File: config.mk
export PLATFORM = sky130hd
export DESIGN_NAME = avalon_burst_arbiter_flat
export DESIGN_NICKNAME = d
export VERILOG_FILES = /design/src/rtl/avalon_burst_arbiter_pkg.sv /design/src/rtl/avalon_burst_arbiter_if.sv /design/src/rtl/avalon_burst_arbiter.sv /design/src/flat_wrapper.sv
export SDC_FILE = /design/constraint.sdc
export NUM_CORES = 1
export LEC_CHECK = 0
export ABC_AREA = 1
export BUFFER_PORTS_ARGS = -buffer_cell sky130_fd_sc_hd__buf_2
export CAP_MARGIN = 25
export CORE_AREA = 2 2 123 125
export CTS_CLUSTER_SIZE = 20
export DETAILED_ROUTE_END_ITERATION = 10
export DIE_AREA = 0 0 125 127
export MAX_ROUTING_LAYER = met4
export PLACE_DENSITY_LB_ADDON = 0.2
export SLEW_MARGIN = 20
export SYNTH_ARGS = -nofsm -noshare
export SYNTH_HDL_FRONTEND = slang
export SYNTH_SLANG_ARGS = --single-unit
File: constraint.sdc
create_clock -name clk -period 6.2 [get_ports clk]
set_input_delay 1.55 -clock clk [delete_from_list [all_inputs] [get_ports clk]]
set_output_delay 1.55 -clock clk [all_outputs]
set_load 0.03 [all_outputs]
File: src/rtl/avalon_burst_arbiter_pkg.sv
// Shared types and constants for the two-master Avalon burst arbiter.
package avalon_burst_arbiter_pkg;

    localparam int unsigned BURST_W_DEFAULT = 4;

    typedef enum logic [1:0] {
        StIdle,
        StHold,
        StWburst,
        StRwait
    } arb_state_e;

endpackage

File: src/rtl/avalon_burst_arbiter_if.sv
// Avalon-MM bursting bus; slave modport faces a master, master modport faces the SDRAM slave.
interface avalon_burst_arbiter_if
    import avalon_burst_arbiter_pkg::*;
#(
    parameter int unsigned BURST_W = BURST_W_DEFAULT
);
    logic [29:0]        address;
    logic [31:0]        writedata;
    logic [3:0]         byteenable;
    logic [BURST_W-1:0] burstcount;
    logic               read;
    logic               write;
    logic               waitrequest;
    logic               readdatavalid;
    logic [31:0]        readdata;

    modport master (
        output address, writedata, byteenable, burstcount, read, write,
        input  waitrequest, readdatavalid, readdata
    );

    modport slave (
        input  address, writedata, byteenable, burstcount, read, write,
        output waitrequest, readdatavalid, readdata
    );
endinterface

File: src/rtl/avalon_burst_arbiter.sv
// Transaction-granular arbiter sharing one SDRAM Avalon port between a CPU (m0) and a DMA master
// (m1); a grant lasts until the last write beat is accepted or the last read beat returns.
module avalon_burst_arbiter
    import avalon_burst_arbiter_pkg::*;
#(
    parameter int unsigned FIXED_PRIO = 0,
    parameter int unsigned BURST_W    = BURST_W_DEFAULT
) (
    input  logic                   clk,
    input  logic                   rst_n,
    avalon_burst_arbiter_if.slave  m0,
    avalon_burst_arbiter_if.slave  m1,
    avalon_burst_arbiter_if.master s
);

    arb_state_e         state_q, state_d;
    logic               owner_q, owner_d;
    logic               last_q, last_d;
    logic [BURST_W-1:0] beats_q, beats_d;

    logic               req0, req1, winner, sel, fwd;
    logic               sel_read, sel_write;
    logic [BURST_W-1:0] sel_burst;
    arb_state_e         acc_state;
    logic [BURST_W-1:0] acc_beats;

    assign req0   = m0.read | m0.write;
    assign req1   = m1.read | m1.write;
    assign winner = (req0 & req1) ? ((FIXED_PRIO != 0) ? 1'b0 : ~last_q) : (req1 & ~req0);
    // Once a command is presented it stays locked to its owner until accepted.
    assign sel    = (state_q == StIdle) ? winner : owner_q;

    assign sel_read  = sel ? m1.read       : m0.read;
    assign sel_write = sel ? m1.write      : m0.write;
    assign sel_burst = sel ? m1.burstcount : m0.burstcount;

    assign s.address    = sel ? m1.address    : m0.address;
    assign s.writedata  = sel ? m1.writedata  : m0.writedata;
    assign s.byteenable = sel ? m1.byteenable : m0.byteenable;
    assign s.burstcount = sel_burst;

    assign m0.readdata = s.readdata;
    assign m1.readdata = s.readdata;

    // Where an accepted command leads; burstcount 0 behaves as a single beat.
    always_comb begin
        acc_state = StIdle;
        acc_beats = beats_q;
        if (sel_write) begin
            if (sel_burst > BURST_W'(1)) begin
                acc_state = StWburst;
                acc_beats = sel_burst - BURST_W'(1);
            end
        end else begin
            acc_state = StRwait;
            acc_beats = (sel_burst == '0) ? BURST_W'(1) : sel_burst;
        end
    end

    always_comb begin
        s.read  = 1'b0;
        s.write = 1'b0;
        fwd     = 1'b0;
        if (rst_n) begin
            unique case (state_q)
                StIdle, StHold: begin
                    s.read  = sel_read;
                    s.write = sel_write;
                    fwd     = 1'b1;
                end
                StWburst: begin
                    s.write = sel_write;
                    fwd     = 1'b1;
                end
                StRwait: fwd = 1'b0;
            endcase
        end
        m0.waitrequest   = (fwd && !sel) ? s.waitrequest : 1'b1;
        m1.waitrequest   = (fwd &&  sel) ? s.waitrequest : 1'b1;
        m0.readdatavalid = rst_n && (state_q == StRwait) && s.readdatavalid && !owner_q;
        m1.readdatavalid = rst_n && (state_q == StRwait) && s.readdatavalid &&  owner_q;
    end

    always_comb begin
        state_d = state_q;
        owner_d = owner_q;
        last_d  = last_q;
        beats_d = beats_q;
        unique case (state_q)
            StIdle: begin
                if (req0 || req1) begin
                    owner_d = winner;
                    if (!s.waitrequest) begin
                        last_d  = winner;
                        state_d = acc_state;
                        beats_d = acc_beats;
                    end else begin
                        state_d = StHold;
                    end
                end
            end
            StHold: begin
                if (!(sel_read || sel_write)) begin
                    state_d = StIdle;
                end else if (!s.waitrequest) begin
                    last_d  = owner_q;
                    state_d = acc_state;
                    beats_d = acc_beats;
                end
            end
            StWburst: begin
                if (sel_write && !s.waitrequest) begin
                    beats_d = beats_q - BURST_W'(1);
                    if (beats_q == BURST_W'(1)) state_d = StIdle;
                end
            end
            StRwait: begin
                if (s.readdatavalid) begin
                    beats_d = beats_q - BURST_W'(1);
                    if (beats_q == BURST_W'(1)) state_d = StIdle;
                end
            end
        endcase
    end

    always_ff @(posedge clk) begin
        if (!rst_n) begin
            state_q <= StIdle;
            owner_q <= 1'b0;
            last_q  <= 1'b1;
            beats_q <= '0;
        end else begin
            state_q <= state_d;
            owner_q <= owner_d;
            last_q  <= last_d;
            beats_q <= beats_d;
        end
    end

endmodule

File: src/flat_wrapper.sv
// flat-port wrapper written by rule: the top's interface ports become plain ports
module avalon_burst_arbiter_flat import avalon_burst_arbiter_pkg::*;
#(
    parameter int unsigned FIXED_PRIO = 0,
    parameter int unsigned BURST_W    = BURST_W_DEFAULT
)
  (clk, rst_n, m0_address, m0_writedata, m0_byteenable, m0_burstcount, m0_read, m0_write, m0_waitrequest, m0_readdatavalid, m0_readdata, m1_address, m1_writedata, m1_byteenable, m1_burstcount, m1_read, m1_write, m1_waitrequest, m1_readdatavalid, m1_readdata, s_address, s_writedata, s_byteenable, s_burstcount, s_read, s_write, s_waitrequest, s_readdatavalid, s_readdata);
  avalon_burst_arbiter_if #(.BURST_W(BURST_W)) m0_i ();
  avalon_burst_arbiter_if #(.BURST_W(BURST_W)) m1_i ();
  avalon_burst_arbiter_if #(.BURST_W(BURST_W)) s_i ();
  input  logic clk;
  input  logic rst_n;
  input wire logic [$bits(m0_i.address)-1:0] m0_address;
  input wire logic [$bits(m0_i.writedata)-1:0] m0_writedata;
  input wire logic [$bits(m0_i.byteenable)-1:0] m0_byteenable;
  input wire logic [$bits(m0_i.burstcount)-1:0] m0_burstcount;
  input wire logic [$bits(m0_i.read)-1:0] m0_read;
  input wire logic [$bits(m0_i.write)-1:0] m0_write;
  output wire logic [$bits(m0_i.waitrequest)-1:0] m0_waitrequest;
  output wire logic [$bits(m0_i.readdatavalid)-1:0] m0_readdatavalid;
  output wire logic [$bits(m0_i.readdata)-1:0] m0_readdata;
  input wire logic [$bits(m1_i.address)-1:0] m1_address;
  input wire logic [$bits(m1_i.writedata)-1:0] m1_writedata;
  input wire logic [$bits(m1_i.byteenable)-1:0] m1_byteenable;
  input wire logic [$bits(m1_i.burstcount)-1:0] m1_burstcount;
  input wire logic [$bits(m1_i.read)-1:0] m1_read;
  input wire logic [$bits(m1_i.write)-1:0] m1_write;
  output wire logic [$bits(m1_i.waitrequest)-1:0] m1_waitrequest;
  output wire logic [$bits(m1_i.readdatavalid)-1:0] m1_readdatavalid;
  output wire logic [$bits(m1_i.readdata)-1:0] m1_readdata;
  output wire logic [$bits(s_i.address)-1:0] s_address;
  output wire logic [$bits(s_i.writedata)-1:0] s_writedata;
  output wire logic [$bits(s_i.byteenable)-1:0] s_byteenable;
  output wire logic [$bits(s_i.burstcount)-1:0] s_burstcount;
  output wire logic [$bits(s_i.read)-1:0] s_read;
  output wire logic [$bits(s_i.write)-1:0] s_write;
  input wire logic [$bits(s_i.waitrequest)-1:0] s_waitrequest;
  input wire logic [$bits(s_i.readdatavalid)-1:0] s_readdatavalid;
  input wire logic [$bits(s_i.readdata)-1:0] s_readdata;
  assign m0_i.address = m0_address;
  assign m0_i.writedata = m0_writedata;
  assign m0_i.byteenable = m0_byteenable;
  assign m0_i.burstcount = m0_burstcount;
  assign m0_i.read = m0_read;
  assign m0_i.write = m0_write;
  assign m0_waitrequest = m0_i.waitrequest;
  assign m0_readdatavalid = m0_i.readdatavalid;
  assign m0_readdata = m0_i.readdata;
  assign m1_i.address = m1_address;
  assign m1_i.writedata = m1_writedata;
  assign m1_i.byteenable = m1_byteenable;
  assign m1_i.burstcount = m1_burstcount;
  assign m1_i.read = m1_read;
  assign m1_i.write = m1_write;
  assign m1_waitrequest = m1_i.waitrequest;
  assign m1_readdatavalid = m1_i.readdatavalid;
  assign m1_readdata = m1_i.readdata;
  assign s_address = s_i.address;
  assign s_writedata = s_i.writedata;
  assign s_byteenable = s_i.byteenable;
  assign s_burstcount = s_i.burstcount;
  assign s_read = s_i.read;
  assign s_write = s_i.write;
  assign s_i.waitrequest = s_waitrequest;
  assign s_i.readdatavalid = s_readdatavalid;
  assign s_i.readdata = s_readdata;
  avalon_burst_arbiter #(.FIXED_PRIO(FIXED_PRIO), .BURST_W(BURST_W)) u_core (.clk(clk), .rst_n(rst_n), .m0(m0_i), .m1(m1_i), .s(s_i));
endmodule
# Yosys cells after proc, flatten, opt, wreduce, memory -nomap -nowiden

Cells that the tools add are included.

Output and inout port bits: 140
Input bits: 180
Register bits after elaboration: 8
Word-level logic and storage cells: 85

Equality and inequality tests: 11
$lt $le $gt $ge: 1
Reduce and logical (&&, ||, !) cells: 21
Muxes and demuxes: 40
Add/subtract/negate cells: 2
Bitwise gates (word level): 6

Operator list:

| kind                                                           | number |
|---|---|
| two-way mux 4 bit                                              | 10 |
| two-way mux 32 bit                                             | 1 |
| two-way mux 30 bit                                             | 1 |
| two-way mux 2 bit                                              | 9 |
| one-hot mux 4 bit (4 select lines)                             | 1 |
| two-way mux 1 bit                                              | 15 |
| != test 2 bit (second input constant)                          | 4 |
| one-hot mux 2 bit (4 select lines)                             | 1 |
| AND reduction 4 bit                                            | 2 |
| subtractor 4 x 1 -> 4 bit (second input constant)              | 2 |
| logical AND 1 bit                                              | 7 |
| AND reduction 5 bit                                            | 1 |
| equality test 2 bit (second input constant)                    | 2 |
| equality test 4 x 1 -> 1 bit (second input constant)           | 1 |
| greater-than comparator 4 x 1 -> 1 bit (second input constant) | 1 |
| zero test 4 bit                                                | 1 |
| != test 2 x 1 -> 1 bit (second input constant)                 | 2 |
| one-hot mux 1 bit (2 select lines)                             | 2 |
| zero test 1 bit                                                | 3 |
| != test 3 bit (second input constant)                          | 1 |
| OR reduction 3 bit                                             | 1 |
| AND 1 bit                                                      | 2 |
| equality test 2 x 1 -> 1 bit (second input constant)           | 1 |
| zero test 2 bit                                                | 1 |
| other kinds (6)                                                | 9 |

# Longest topological paths before layout

Word-level depth: 12
Mapped depth: 20
Gate-level depth less buffers: 18

# Worst setup path before layout

No wires, ideal clock.

Kind: input-to-output
Start: in m1_read
End: out s_read
Arrival time: 2.860 ns
Slack: 1.790 ns
Required time: 4.650 ns
Stages: 8
Path buffers: 1
Path through: inv_1 -> nand2_1 -> nand3_4 -> nand2_4 -> buf_6 -> nand2_4 -> nand2_4 -> nor3_1

Longest elaborated chain between the ends: 7
Elaborated cells on any way between the ends: 8
Those cells by class: mux: 5; bitwise: 3

RTL lines:

| item                | line                       | RTL |
|---|---|---|
| start: declaration  | flat_wrapper.sv:26         | `input wire logic [$bits(m1_i.read)-1:0] m1_read;` |
| bitwise OR 1 bit    | avalon_burst_arbiter.sv:28 | `assign req1 = m1.read \| m1.write;` |
| AND 1 bit           | avalon_burst_arbiter.sv:29 | `assign winner = (req0 & req1) ? ((FIXED_PRIO != 0) ? 1'b0 : ~last_q) : (req1 & ~req0);` |
| two-way mux 1 bit   | avalon_burst_arbiter.sv:29 |  |
| two-way mux 1 bit   | avalon_burst_arbiter.sv:31 | `assign sel = (state_q == StIdle) ? winner : owner_q;` |
| two-way mux 1 bit * | avalon_burst_arbiter.sv:33 | `assign sel_read = sel ? m1.read : m0.read;` |
| two-way mux 1 bit * | avalon_burst_arbiter.sv:65 | `unique case (state_q)` |
| two-way mux 1 bit * | avalon_burst_arbiter.sv:64 | `if (rst_n) begin` |
| end: declaration    | flat_wrapper.sv:35         | `output wire logic [$bits(s_i.read)-1:0] s_read;` |

Every way passes the cells marked *; elsewhere a longest branch is shown, timed or not.

# Worst setup path in the final report

Start: in m0_write
End: out s_burstcount[1]

Longest elaborated chain between the ends: 6
Elaborated cells on any way between the ends: 7
Those cells by class: mux: 3; bitwise: 4

RTL lines:

| item                | line                       | RTL |
|---|---|---|
| start: declaration  | flat_wrapper.sv:18         | `input wire logic [$bits(m0_i.write)-1:0] m0_write;` |
| bitwise OR 1 bit *  | avalon_burst_arbiter.sv:27 | `assign req0 = m0.read \| m0.write;` |
| inverter 1 bit      | avalon_burst_arbiter.sv:29 |  |
| AND 1 bit           | avalon_burst_arbiter.sv:29 |  |
| two-way mux 1 bit * | avalon_burst_arbiter.sv:29 |  |
| two-way mux 1 bit * | avalon_burst_arbiter.sv:31 |  |
| two-way mux 4 bit * | avalon_burst_arbiter.sv:35 | `assign sel_burst = sel ? m1.burstcount : m0.burstcount;` |
| end: declaration    | flat_wrapper.sv:34         | `output wire logic [$bits(s_i.burstcount)-1:0] s_burstcount;` |

Marks and branches as above.

==> impl_metrics.ini <==
[synthesis]
synthArstFlopShare_pct = 0
synth_commonest_cells = nand2_1 (247), buf_4 (64), nor2_1 (22)
ys_warn_count = 0
synth.area.top_cells = nand2_1 (41%), buf_4 (21%), dfxtp_1 (7.1%)
synth_xor_area_share_pct = 0.7756
synth_top_family_by_area = simple AND/OR/NAND/NOR gates
synth.largest_area_cell = nand2_1
synth_nets = 622
postSynthAreaPerCell_um2 = 5.156
synthSimpleGateAreaFrac_pct = 58.56
synthCells = 438
synth_top_area_share_pct = 41.05
ys_seq_elements = 8
synthAdderAreaFrac_pct = 2.216
yosysMostFrequentCell = nand2_1
ys_types = 29
muxShareOfSynthArea_pct = 0
syn_area_um2 = 2258
seq_area_frac_synth_pct = 7.091
synth_edf_count = 0
yosys_most_used_dff = dfxtp_1
synth_compound_area_share_pct = 2.659

[min_path]
worstHoldPathType = flop to flop

[sta]
rsz0062_at_grt = no
fin_hold_ws_ps = 486.2
hold_viol = 0
tightest_slew_ps = 585.8
period_share_pct = 80.58
slew_headroom_pct = 60.94
fmax_ghz = 0.2002
skew_ps = 6.139
setup_viol = 0
post-route-min-period_ps = 4996
final.setup.tns_ps = 0
drv_slew = 0

[floorplan]
core_area_um2 = 14420
die_w_um = 125
die_y_um = 127
io_pins = 320
start_util_pct = 15.66
die-area_um2 = 15880
core.rowCount = 44

[critical_path]
cp_slowest_cell = buf_4
cp_top_family = buffers and inverters
path_cells = buf_2, o21ai_1, nand3_4, nand2_4, buf_4, nand2_1, nand2_2, buf_2
cp_max_fo = 56
cpMostUsedCell = buf_2
cpPeakStageDelay_ps = 530
start_kind = primary input
critPathBufInv = 3
cp.required_ps = 4650
end_kind = output pin
crit_arrival_ps = 3450
crit_type = primary input to output pin

[cells_and_area]
stdcell_area_um2 = 3138
final_layout_size_suffix_gt1_share_pct = 42.39
final_cells = 769
nets = 771
area_growth_pct = 38.95
num_antenna_cells = 0
fill_cells = 1725

[global_route]
grt.total_usage_pct = 11.76
grt_pass1_wl_um = 14840
grt.overflow.total = 0
grt_pass1_vias = 2801
antenna_found_initial = 0
grt_max_degree = 57

[place]
hpwl_um = 8109
dp_cells = 766
io_buffer_count = 223
gp_congestion = 0.7872
place_area_um2 = 3063

[clocking]
postCtsResizedCells = 0
clkLatencyLatePin_ps = 240
ctsRootBufferMaster = clkbuf_16
clkSinkCount = 8
cts_tree = yes
hold_buffers = 0
htree_levels = 1
clkSlewWorstSetupHoldPaths_ps = 40
post_cts_buffers = 0
clock_path_buffers = 2
cts_buffers = 3

[power]
p_int_w = 0.0004854
pwr-share-clk_pct = 8.2
power.density_nw_per_um2 = 438.1
peakVddDrop_v = 0.0001654
leakage_nw = 2.024
power.share.sequential_pct = 7.3
switching_share_pct = 64.69
power.switching_w = 0.0008895
p_comb_share_pct = 84.5

[route]
vias_per_cell = 3.826
via_count = 2942
first_pass_iters = 4
antenna_left = 0
wirelength_um = 9798
drc = 0
drt_iter0_markers = 95
wl_per_cell_um = 12.74

[status]
status = finished clean

[flow_run]
max_cap_viol_count = 0
==> worst reg2reg max path, stage by stage (launching register included) <==
cell and delay, ps:
dfxtp_1 670, nor2_8 80, inv_2 90, nand2_4 90
nand2_4 250, buf_4 540, nand2_1 190, nand2_2 140
inv_1 70, ha_1 240, nor2_1 110, nor2_1 60
nand2_1 120, nand2_2 80, nand2_4 80, nand2_4 70
nor2_1 120, nor2_1 60
==> routing by layer <==
layer,wire length [µm],share of wire [%],global-route usage (%)
met2,4864,50,21.16
met3,828,8.5,3.015
met1,4016,41,13.41
met4,88,0.90,1.895
met5,0,0,-
==> state kept, by name, summed over array words and instances, names as in the netlist <==
| signal | count |
|---|---|
| u_core.beats_q | 4 |
| u_core.state_q | 2 |
| u_core.last_q | 1 |
| u_core.owner_q | 1 |
==> cell families after synthesis <==
family          after synthesis
simple gates                310
buf+inv                     102
compound gates               12
flops                         8
fa+ha+maj                     4
xor+xnor                      2
==> layout by cell type, fill, tap and decap left out, drive strengths merged <==
cell / netlist / final
nand2: 258 / 258
buf: 74 / 225
nor2: 25 / 25
inv: 21 / 21
nand3: 18 / 18
dfxtp: 8 / 8
a21oi: 7 / 7
o21ai: 5 / 5
ha: 4 / 4
nor3: 3 / 3
clkbuf: 7 / 3
nand3b: 2 / 2
nand4: 2 / 2
nor4: 1 / 1
nor4b: 1 / 1
xor2: 1 / 1
xnor2: 1 / 1
==> power groups by stage <==
| stage | clock, W | sequential (W) | combinational [W] |
|---|---|---|---|
| final | 0.000112 | 0.000100 | 0.00116 |
| after global routing | 0.000118 | 0.000105 | 0.00128 |
| after CTS | 0.000114 | 0.000100 | 0.00118 |
| after detailed placement | 0 | 0.000101 | 0.00118 |
| after global placement | 0 | 0.000102 | 0.00119 |
| after floorplan | 0 | 0.0000866 | 0.000933 |
==> worst paths after layout <==
| kind | slack (ps) | depth (start not counted) | to | from |
|---|---|---|---|---|
| setup reg to reg | 3020 | 17 | u_core.beats_q[2] | u_core.state_q[1] |
| hold / removal | 490 | 2 | u_core.last_q | u_core.last_q |
| hold reg to reg | 490 | 2 | u_core.last_q | u_core.last_q |
| setup / recovery | 1200 | 8 | s_burstcount[1] | m0_write |
==> through the flow <==
stage | util [%] | worst slack [ps] | total power (W)
CTS | 21.76 | 1170 | 0.001399
detailed placement | 21.24 | 1180 | 0.001281
finish | 21.76 | 1204 | 0.001375
floorplan | - | 1790 | 0.001020
global placement | 21.24 | 1157 | 0.001295
global route | 21.76 | 916.8 | 0.001504
==> area by class of cell <==
type | count | area, µm² | share of cell area (%)
Sequential cell | 8 | 160.2 | 5.104
Tap cell | 184 | 230.2 | 7.337
Clock buffer | 3 | 75.07 | 2.392
Inverter | 21 | 78.83 | 2.512
Timing Repair Buffer | 225 | 1144 | 36.44
Multi-Input combinational cell | 328 | 1450 | 46.21
Power figures use the tool's default switching activity.
